File: config.mk
export PLATFORM = sky130hd
export DESIGN_NAME = mem_port_arbiter
export DESIGN_NICKNAME = d
export VERILOG_FILES = /design/src/rtl/mem_port_arbiter_pkg.sv /design/src/rtl/mem_port_arbiter.sv
export SDC_FILE = /design/constraint.sdc
export NUM_CORES = 1
export LEC_CHECK = 0
export CAP_MARGIN = 0
export CORE_MARGIN = 3
export CORE_UTILIZATION = 35
export CTS_CLUSTER_SIZE = 30
export DETAILED_ROUTE_END_ITERATION = 8
export PLACE_DENSITY = 0.81
export SETUP_SLACK_MARGIN = 0.5
export SLEW_MARGIN = 20
export SYNTH_ARGS = -nofsm -noshare
export SYNTH_HDL_FRONTEND = slang
export SYNTH_SLANG_ARGS = --single-unit
File: constraint.sdc
create_clock -name clk -period 2.75 [get_ports clk]
set_input_delay 0.825 -clock clk [delete_from_list [all_inputs] [get_ports clk]]
set_output_delay 0.825 -clock clk [all_outputs]
set_load 0.1 [all_outputs]
File: src/rtl/mem_port_arbiter_pkg.sv
// Shared types and defaults for the unified-memory port arbiter.
package mem_port_arbiter_pkg;

    typedef enum logic [1:0] {
        ARB_IDLE     = 2'd0,
        ARB_REQ      = 2'd1,
        ARB_WAIT_RSP = 2'd2
    } arb_state_t;

    typedef enum logic {
        ARB_OWN_IF = 1'b0,
        ARB_OWN_DM = 1'b1
    } arb_owner_t;

    localparam int unsigned ARB_MAX_DSTREAK_DEF = 4;
    localparam int unsigned ARB_ADDR_W_DEF      = 32;
    localparam int unsigned ARB_DATA_W_DEF      = 32;

endpackage

File: src/rtl/mem_port_arbiter.sv
// Arbitrates one single-ported memory between instruction fetch and the MEM stage,
// one outstanding transaction at a time, with bounded IF starvation.
module mem_port_arbiter
    import mem_port_arbiter_pkg::*;
#(
    parameter int unsigned ADDR_W      = ARB_ADDR_W_DEF,
    parameter int unsigned DATA_W      = ARB_DATA_W_DEF,
    parameter int unsigned MAX_DSTREAK = ARB_MAX_DSTREAK_DEF
) (
    input  logic                  clk,
    input  logic                  resetn,
    input  logic                  if_req_valid,
    input  logic [ADDR_W-1:0]     if_req_addr,
    output logic                  if_rsp_valid,
    output logic [DATA_W-1:0]     if_rsp_data,
    input  logic                  dm_req_valid,
    input  logic                  dm_req_we,
    input  logic [ADDR_W-1:0]     dm_req_addr,
    input  logic [DATA_W-1:0]     dm_req_wdata,
    input  logic [DATA_W/8-1:0]   dm_req_be,
    output logic                  dm_rsp_valid,
    output logic [DATA_W-1:0]     dm_rsp_rdata,
    output logic                  mem_req_valid,
    input  logic                  mem_req_ready,
    output logic                  mem_req_we,
    output logic [ADDR_W-1:0]     mem_req_addr,
    output logic [DATA_W-1:0]     mem_req_wdata,
    output logic [DATA_W/8-1:0]   mem_req_be,
    input  logic                  mem_rsp_valid,
    input  logic [DATA_W-1:0]     mem_rsp_rdata,
    output logic                  stall_if_req,
    output logic                  stall_dm_req,
    output logic                  protocol_err
);

    localparam int unsigned BE_W     = DATA_W / 8;
    localparam int unsigned STREAK_W = $clog2(MAX_DSTREAK + 1);
    localparam logic [STREAK_W-1:0] STREAK_MAX = STREAK_W'(MAX_DSTREAK);

    arb_state_t            state, state_nxt;
    arb_owner_t            owner, owner_nxt;
    logic [STREAK_W-1:0]   streak, streak_nxt;
    logic                  squash, squash_nxt;
    logic                  err_nxt;
    logic                  we_nxt;
    logic [ADDR_W-1:0]     addr_nxt;
    logic [DATA_W-1:0]     wdata_nxt;
    logic [BE_W-1:0]       be_nxt;
    logic                  grant_dm;
    logic                  rsp_fire;

    always_ff @(posedge clk or negedge resetn) begin
        if (!resetn) begin
            state         <= ARB_IDLE;
            owner         <= ARB_OWN_DM;
            streak        <= '0;
            squash        <= 1'b0;
            protocol_err  <= 1'b0;
            mem_req_we    <= 1'b0;
            mem_req_addr  <= '0;
            mem_req_wdata <= '0;
            mem_req_be    <= '0;
        end else begin
            state         <= state_nxt;
            owner         <= owner_nxt;
            streak        <= streak_nxt;
            squash        <= squash_nxt;
            protocol_err  <= err_nxt;
            mem_req_we    <= we_nxt;
            mem_req_addr  <= addr_nxt;
            mem_req_wdata <= wdata_nxt;
            mem_req_be    <= be_nxt;
        end
    end

    // DM wins unless a waiting IF has already sat out MAX_DSTREAK DM grants.
    assign grant_dm = dm_req_valid && !(if_req_valid && (streak == STREAK_MAX));

    always_comb begin
        state_nxt  = state;
        owner_nxt  = owner;
        streak_nxt = streak;
        squash_nxt = squash;
        err_nxt    = protocol_err;
        we_nxt     = mem_req_we;
        addr_nxt   = mem_req_addr;
        wdata_nxt  = mem_req_wdata;
        be_nxt     = mem_req_be;

        case (state)
            ARB_IDLE: begin
                squash_nxt = 1'b0;
                if (!if_req_valid) begin
                    streak_nxt = '0;
                end
                if (grant_dm) begin
                    owner_nxt = ARB_OWN_DM;
                    we_nxt    = dm_req_we;
                    addr_nxt  = dm_req_addr;
                    wdata_nxt = dm_req_wdata;
                    be_nxt    = dm_req_be;
                    state_nxt = ARB_REQ;
                    if (if_req_valid && (streak != STREAK_MAX)) begin
                        streak_nxt = streak + STREAK_W'(1);
                    end
                end else if (if_req_valid) begin
                    owner_nxt  = ARB_OWN_IF;
                    we_nxt     = 1'b0;
                    addr_nxt   = if_req_addr;
                    wdata_nxt  = '0;
                    be_nxt     = '1;
                    streak_nxt = '0;
                    state_nxt  = ARB_REQ;
                end
            end
            ARB_REQ: begin
                if ((owner == ARB_OWN_IF) && !if_req_valid) begin
                    squash_nxt = 1'b1;
                end
                if (mem_req_ready) begin
                    state_nxt = ARB_WAIT_RSP;
                end
            end
            ARB_WAIT_RSP: begin
                if ((owner == ARB_OWN_IF) && !if_req_valid) begin
                    squash_nxt = 1'b1;
                end
                if (mem_rsp_valid) begin
                    squash_nxt = 1'b0;
                    state_nxt  = ARB_IDLE;
                end
            end
            default: begin
                state_nxt = ARB_IDLE;
            end
        endcase

        if (mem_rsp_valid && (state != ARB_WAIT_RSP)) begin
            err_nxt = 1'b1;
        end
    end

    // A flushed fetch still drains its response, but nobody sees it.
    assign rsp_fire      = (state == ARB_WAIT_RSP) && mem_rsp_valid;
    assign if_rsp_valid  = rsp_fire && (owner == ARB_OWN_IF) && !squash && if_req_valid;
    assign dm_rsp_valid  = rsp_fire && (owner == ARB_OWN_DM);
    assign if_rsp_data   = if_rsp_valid ? mem_rsp_rdata : '0;
    assign dm_rsp_rdata  = dm_rsp_valid ? mem_rsp_rdata : '0;
    assign mem_req_valid = (state == ARB_REQ);
    assign stall_if_req  = resetn && if_req_valid && !if_rsp_valid;
    assign stall_dm_req  = resetn && dm_req_valid && !dm_rsp_valid;

    // DM may not withdraw a request it has been granted.
    always_ff @(posedge clk) begin
        if (resetn && (state != ARB_IDLE) && (owner == ARB_OWN_DM)) begin
            assert (dm_req_valid);
        end
    end

endmodule

==> implementation parameters, run 1 <==
Parameter                              Value

Status
  Run status    finished, final reports clean

Route
  Number of DRC violations after detailed routing    0
  Count of routing violations after the opening detailed-route iteration    231
  Average wire length per cell after detail routing    19.3 µm
  Total via count after detailed routing    4350
  Routed via count divided by cell count    5.26
  Total iterations of the first detailed-routing run    5
  Total detailed-routing wirelength    16.0 mm
  Count of antenna-violating nets left after detailed routing    0

Timing
  Count of endpoints failing hold in the final timing report    0
  Clock period minus final worst setup slack    2.74 ns
  Clk_skew    0.0144 ns
  F_max    365 MHz
  Measured slew at the worst slew-check pin    0.666 ns
  Remaining max-slew budget at the tightest pin    55.4%
  Total negative slack    0 ns
  Setup repair after global routing missed its margin    true
  Final Cycle Share    99.7%
  WHS    0.481 ns
  Slew Viols, Final    0
  Final Setup Violations    0

Setup path
  CP Data Arrival Time    1.92 ns
  Worst path required time    1.93 ns
  Stage delay of the slowest cell on the critical path    0.40 ns
  Terminus of the critical flop-to-flop path    mem_req_addr[23]
  Startpoint class of the critical path    flop
  Worst-path maximum fanout    8
  R2R Setup Slk    0.60 ns
  Critical path cell sequence    inv_2 -> ha_4 -> nand4b_1 -> nor2_4 -> buf_6 -> buf_6 -> buf_16 -> and2_4 -> buf_12
  Critical path capture point type    primary output
  Depth of the most critical reg-to-reg path    9
  Kind of critical path    flop to primary output
  Cell with the most instances on the worst path    buf_6
  Slowest-stage cell, CP    dfrtp_1
  Launch point of the worst reg-to-reg path    state[1]

Cells and area
  Fin nets    830
  Count of fill cells added during filler insertion    698
  Ratio of cells with drive above 1 in the final layout    40.1%
  Register Area    1930 µm²
  Area used by multi-input combinational logic    1930 µm²
  Area growth, synth to finish    109%
  Final instance area    8050 µm²

Hold path
  End point of the most critical hold path    owner
  Worst min-delay path class    flop to flop
  Beginning of the worst hold path    owner
  Worst Hold Path Cells    2

Yosys
  Number of standard cells after synthesis    392
  Number of warnings reported in the yosys synthesis log    0
  Count of state elements after synthesis    77
  Share of the synthesized area in the top cell type    49.4%
  Combined area of all synthesized cells    3850 µm²
  Syn_nets    537
  Sequential cell area fraction in the yosys report    50.1%
  Distinct cell type count after synthesis    30
  Synthesized area per cell    9.82 µm²
  Cells taking the most area after synthesis    dfrtp_1, and2_1, a22o_1
  Library cell occupying the most area in the post-synthesis netlist    dfrtp_1

Power
  Portion of total power attributed to combinational logic    71.3%
  Power per cell area    1250 nW/µm²
  Net switching power figure    6020 µW
  Share of power burned in registers    19.3%
  Peak ir drop on the vdd network    0.00124 V
  Leakage power summed over all cells    0.00360 µW
  Fraction of power consumed by the clock network    9.4%
  Switching power share of the total    59.8%
  Total internal power    4050 µW
  Total power    10100 µW

Placed design
  Count of buffers inserted at the top-level ports    277
  Cell area after placement    7490 µm²
  Placed wire-length estimate after detailed placement    12.0 mm
  Routability Congestion    0.842

Floorplanning
  Overall die area    12300 µm²
  Site row count    37
  Core area    10500 µm²
  IO Count    278
  Initial Utilization    36.6%
  Vert. Die Dim    111 µm
  Chip width    111 µm

Clocking
  Number of sinks handled by clock tree synthesis    77
  Htree depth    3
  Clock tree from TritonCTS    done
  Clock tree root buffer cell    clkbuf_8
  Worst-path clk slew    0.07 ns
  Clock latency at the later pin of the worst-skew pair    0.34 ns
  Max clock buf depth    2
  Num CTS Buffers    9

Global route
  Via count of the first global-routing pass    4490
  Global-route wire length before repair    24.6 mm
  Overflow left after global routing    0
  Total GRT Usage    25.0%
  Maximum number of pins on one net before global-route repair    41
  Antenna violations before repair    1

Flow run
  MaxCap Viol Count    0
power groups by stage:
stage	sequential, µW	combinational (µW)	clock (µW)
after detailed placement	1950	6940	0
after CTS	1940	7090	966
final	1940	7180	946
after global routing	2000	7410	1020
after floorplan	5250	1860	0
after global placement	1930	6840	0
what timing repair did:
action,CTS,global route
gates cloned,7,0
setup buffers,11,4
resized for setup,70,11
pin swaps,15,6
setup endpoints to repair,78,69
hold buffers,0,0
synth_stat cells (all sizes together):
cell and n:
o22ai 2, nor3 2, a31oi 1, nand2 71
o21ai 2, nor2 3, a22o 33, inv 6
ha 6, o211ai 32, nor3b 2, o22a 5
o21a 2, o32ai 1, dfrtp 76, and3 3
o32a 1, buf 21, a21o 1, nand4 32
nor2b 2, and2 65, dfstp 1, nand3 4
nand4b 1, clkbuf 17
critical path: cells and delay by family (launching register included):
family        cells  cell delay [ns]
fa+ha+maj         1             0.15
buf+inv           5             0.59
flops             1             0.40
simple gates      3             0.46
routing by layer:
| metal | track usage, % | vias up | routed length, µm | part of all wire (%) |
|---|---|---|---|---|
| met1 | 27.5 | 2084 | 5710 | 36 |
| li1 | - | 1971 | - | - |
| met3 | 5.79 | 38 | 1140 | 7.1 |
| met4 | 7.64 | 0 | 431 | 2.7 |
| met5 | 0 | - | 0 | 0 |
| met2 | 47.4 | 257 | 8690 | 54 |
cell usage in the layout (no fill, tap or decap), drive strengths merged, types with 3 or more instances in the layout:
cell type,n
buf,185
inv,7
a22o,33
and2,65
o22a,5
dlygate4sd2,31
clkbuf,9
nand2,71
clkdlybuf4s50,104
nand4,32
and3,3
o211ai,32
nand3,4
ha,6
nor2,3
dfrtp,76
clkinv,3
per-stage QoR:
| stage | setup WS (ns) | util, % | std cells |
|---|---|---|---|
| floorplan | 0.0912 | - | 392 |
| global placement | -0.262 | 71.3 | 788 |
| detailed placement | -0.294 | 71.3 | 788 |
| CTS | 0.0449 | 75.9 | 822 |
| global route | -0.0695 | 76.6 | 827 |
| finish | 0.00781 | 76.6 | 827 |
state kept, by name (all words and copies together) (netlist names):
name and count:
owner 1, mem_req_we 1, mem_req_be 4, streak 3, squash 1, state 2, protocol_err 1, mem_req_wdata 32
mem_req_addr 32
worst max path at each step:
stage / from / end / depth (start not counted)
2_1_floorplan: if_req_valid / if_rsp_data[23] / 5
3_3_place_gp: mem_rsp_valid / if_rsp_data[2] / 6
3_5_place_dp: mem_rsp_valid / if_rsp_data[1] / 6
4_1_cts: state[0] / if_rsp_data[7] / 9
5_1_grt: state[0] / if_rsp_data[10] / 9
6_report: state[0] / if_rsp_data[7] / 9
cell families after synthesis:
logic type	synth area share (%)
buf+inv	5.72
simple gates	25.5
fa+ha+maj	1.95
flops	50.1
compound gates	16.7
final cells by class:
class	count	area share (%)
repair buffers	320	46.9
multi-input cells	271	23.9
diodes	1	0.0311
well taps	136	2.11
flip-flops and latches	77	23.9
clock inverters	7	1.23
clock buffers	9	1.54
inverters	6	0.311
Power figures use the tool's default switching activity.
==> run 2, diff against run 1 <==
--- a/config.mk
+++ b/config.mk
@@ -6,7 +6,6 @@
 export NUM_CORES = 1
 export LEC_CHECK = 0
 export CAP_MARGIN = 0
-export CORE_MARGIN = 3
 export CORE_UTILIZATION = 35
 export CTS_CLUSTER_SIZE = 30
 export DETAILED_ROUTE_END_ITERATION = 8
==> run 2 against run 1 <==
Against the previous run: first-iteration DRC count down 13%; final cell count down 0.60%; die area down 7.1%; setup slack better by 0.024 ns; sequential share of layout area down 0.16 points; sequential power about the same; fmax up 0.87%; worst hold slack worse by 0.17 ns; cell area up 0.67%; count of clock-buffer cells in the layout up 1; sequential cell count unchanged.
==> implementation parameters, run 2 (same netlist as run 1, synthesis figures left out) <==
Parameter                              Value

Status
  Run status    finished, final reports clean

Setup path
  Worst path buffer plus inverter count    5
  Worst-path maximum fanout    8
  Family with the most delay on the worst path    buffers and inverters
  Critical path cell sequence    inv_2 -> ha_4 -> nand4b_1 -> nor2_4 -> buf_6 -> buf_6 -> buf_16 -> and2_4 -> buf_12
  Slowest-stage cell, CP    dfrtp_1
  Stage delay of the slowest cell on the critical path    0.41 ns
  Critical path capture point type    primary output
  Startpoint class of the critical path    flop
  CP Data Arrival Time    1.89 ns
  Cell with the most instances on the worst path    buf_6
  Kind of critical path    flop to primary output
  Worst path required time    1.93 ns

Timing
  Clk_skew    0.0112 ns
  Measured slew at the worst slew-check pin    0.701 ns
  F_max    368 MHz
  Final Setup Violations    0
  Slew Viols, Final    0
  Total negative slack    0 ns
  Setup repair after global routing missed its margin    true
  Remaining max-slew budget at the tightest pin    53.3%
  Clock period minus final worst setup slack    2.72 ns
  Final Cycle Share    98.9%
  Count of endpoints failing hold in the final timing report    0

Route
  Routed via count divided by cell count    5.15
  Number of DRC violations after detailed routing    0
  Total via count after detailed routing    4231
  Count of routing violations after the opening detailed-route iteration    202
  Total detailed-routing wirelength    15.4 mm
  Total iterations of the first detailed-routing run    6
  Count of antenna-violating nets left after detailed routing    0
  Average wire length per cell after detail routing    18.7 µm

Power
  Share of power burned in registers    19.2%
  Total internal power    4090 µW
  Net switching power figure    6010 µW
  Power per cell area    1250 nW/µm²
  Leakage power summed over all cells    0.00356 µW
  Fraction of power consumed by the clock network    9.8%
  Portion of total power attributed to combinational logic    71.0%
  Switching power share of the total    59.5%
  Peak ir drop on the vdd network    0.000978 V

Global route
  Global-route wire length before repair    23.0 mm
  Overflow left after global routing    0
  Total GRT Usage    26.1%
  Antenna violations before repair    0
  Via count of the first global-routing pass    4269
  Maximum number of pins on one net before global-route repair    68

Cells and area
  Count of fill cells added during filler insertion    674
  Area used by multi-input combinational logic    1920 µm²
  Layout Cells excl Fill    822
  Fin nets    826
  Register Area    1930 µm²
  Most used cells in the layout excluding fill and tap cells    clkdlybuf4s50_1, buf_4, dfrtp_1, buf_12, nand2_1
  Final instance area    8110 µm²
  Commonest non-fill, non-tap cell in the layout    clkdlybuf4s50_1
  Ant. Diodes    0
  Ratio of cells with drive above 1 in the final layout    39.7%
  Biggest registers after layout    mem_req_addr x32, mem_req_wdata x32, mem_req_be x4
  Area growth, synth to finish    111%

Floorplanning
  Core area    10500 µm²
  Vert. Die Dim    107 µm
  Site row count    37
  Initial Utilization    36.6%
  Overall die area    11400 µm²
  Chip width    107 µm
  IO Count    278

Placed design
  Count of buffers inserted at the top-level ports    277
  Routability Congestion    0.796
  Placed wire-length estimate after detailed placement    10.8 mm
  Cell area after placement    7470 µm²
  Cell count after placement    784

Hold path
  Worst min-delay path class    input pin to async pin

Clocking
  Max clock buf depth    2
  Hold buffer count at cts    0
  Htree depth    3
  Number of sinks handled by clock tree synthesis    77
  Clock tree root buffer cell    clkbuf_8
  Clock latency at the later pin of the worst-skew pair    0.34 ns
  Clock tree from TritonCTS    done
  Num CTS Buffers    9
  Worst-path clk slew    0.09 ns

Flow run
  MaxCap Viol Count    0
==> run 2: cell count changes in the layout (fill, tap and decap cells not counted), moves of 2 or more <==
cell             delta
clkbuf_16           +2
buf_6               -6
clkdlybuf4s50_1    +30
and2_2              +2
dlygate4sd2_1      -30
and2_4              -2
buf_4               -2
==> run 2: what timing repair did <==
| action | CTS | global route |
|---|---|---|
| gates cloned | 5 | 2 |
| pin swaps | 8 | 4 |
| setup endpoints to repair | 68 | 73 |
| resized for setup | 29 | 8 |
| setup buffers | 14 | 1 |
| hold endpoints to repair | 0 | 0 |
==> run 2: power by group through the flow <==
stage	Clock, µW	Combinational (µW)	Sequential (µW)
6_report	990	7180	1940
3_5_place_dp	0	6930	1950
2_1_floorplan	0	1860	5250
3_3_place_gp	0	6830	1930
4_1_cts	1020	7120	1940
5_1_grt	1060	7400	2000
==> run 2: metrics by stage <==
step                      utilization (%)  setup slack [ns]  power [µW]  hold WS [ns]
after floorplan                         -            0.0912        7120         0.448
final                                77.1            0.0314       10100         0.307
after detailed placement             71.1            -0.282        8880         0.452
after global placement               71.1            -0.260        8760         0.442
after global routing                 77.1           -0.0327       10500         0.296
after CTS                            76.3            0.0146       10100         0.294
==> run 2: final timing paths <==
kind,slack (ns),depth (start not counted),endpoint,from
worst max-delay path,0.03,9,if_rsp_data[20],state[0]
worst min-delay path,0.31,1,streak[1],resetn
worst max register to register,0.68,6,state[1],state[1]
worst min register to register,0.47,1,protocol_err,protocol_err
max in group asynchronous,1.51,2,mem_req_wdata[11],resetn
min in group clk,0.47,1,protocol_err,protocol_err
==> run 2: metal layers <==
metal	wire (µm)	part of all wire [%]	vias to the layer above	GRT usage [%]
li1	-	-	1976	-
met1	5700	37	2036	29.4
met2	8340	54	193	49.4
met3	920	6.0	26	4.98
met4	415	2.7	0	7.83
met5	0	0	-	0
==> run 2: final cells by class <==
cell class,instances,share of cell area (%)
inverter,6,0.278
clock buffer,10,1.70
clock inverter,6,1.16
multi-input combinational,271,23.7
tap,136,2.10
timing repair buffer,316,47.2
sequential,77,23.8
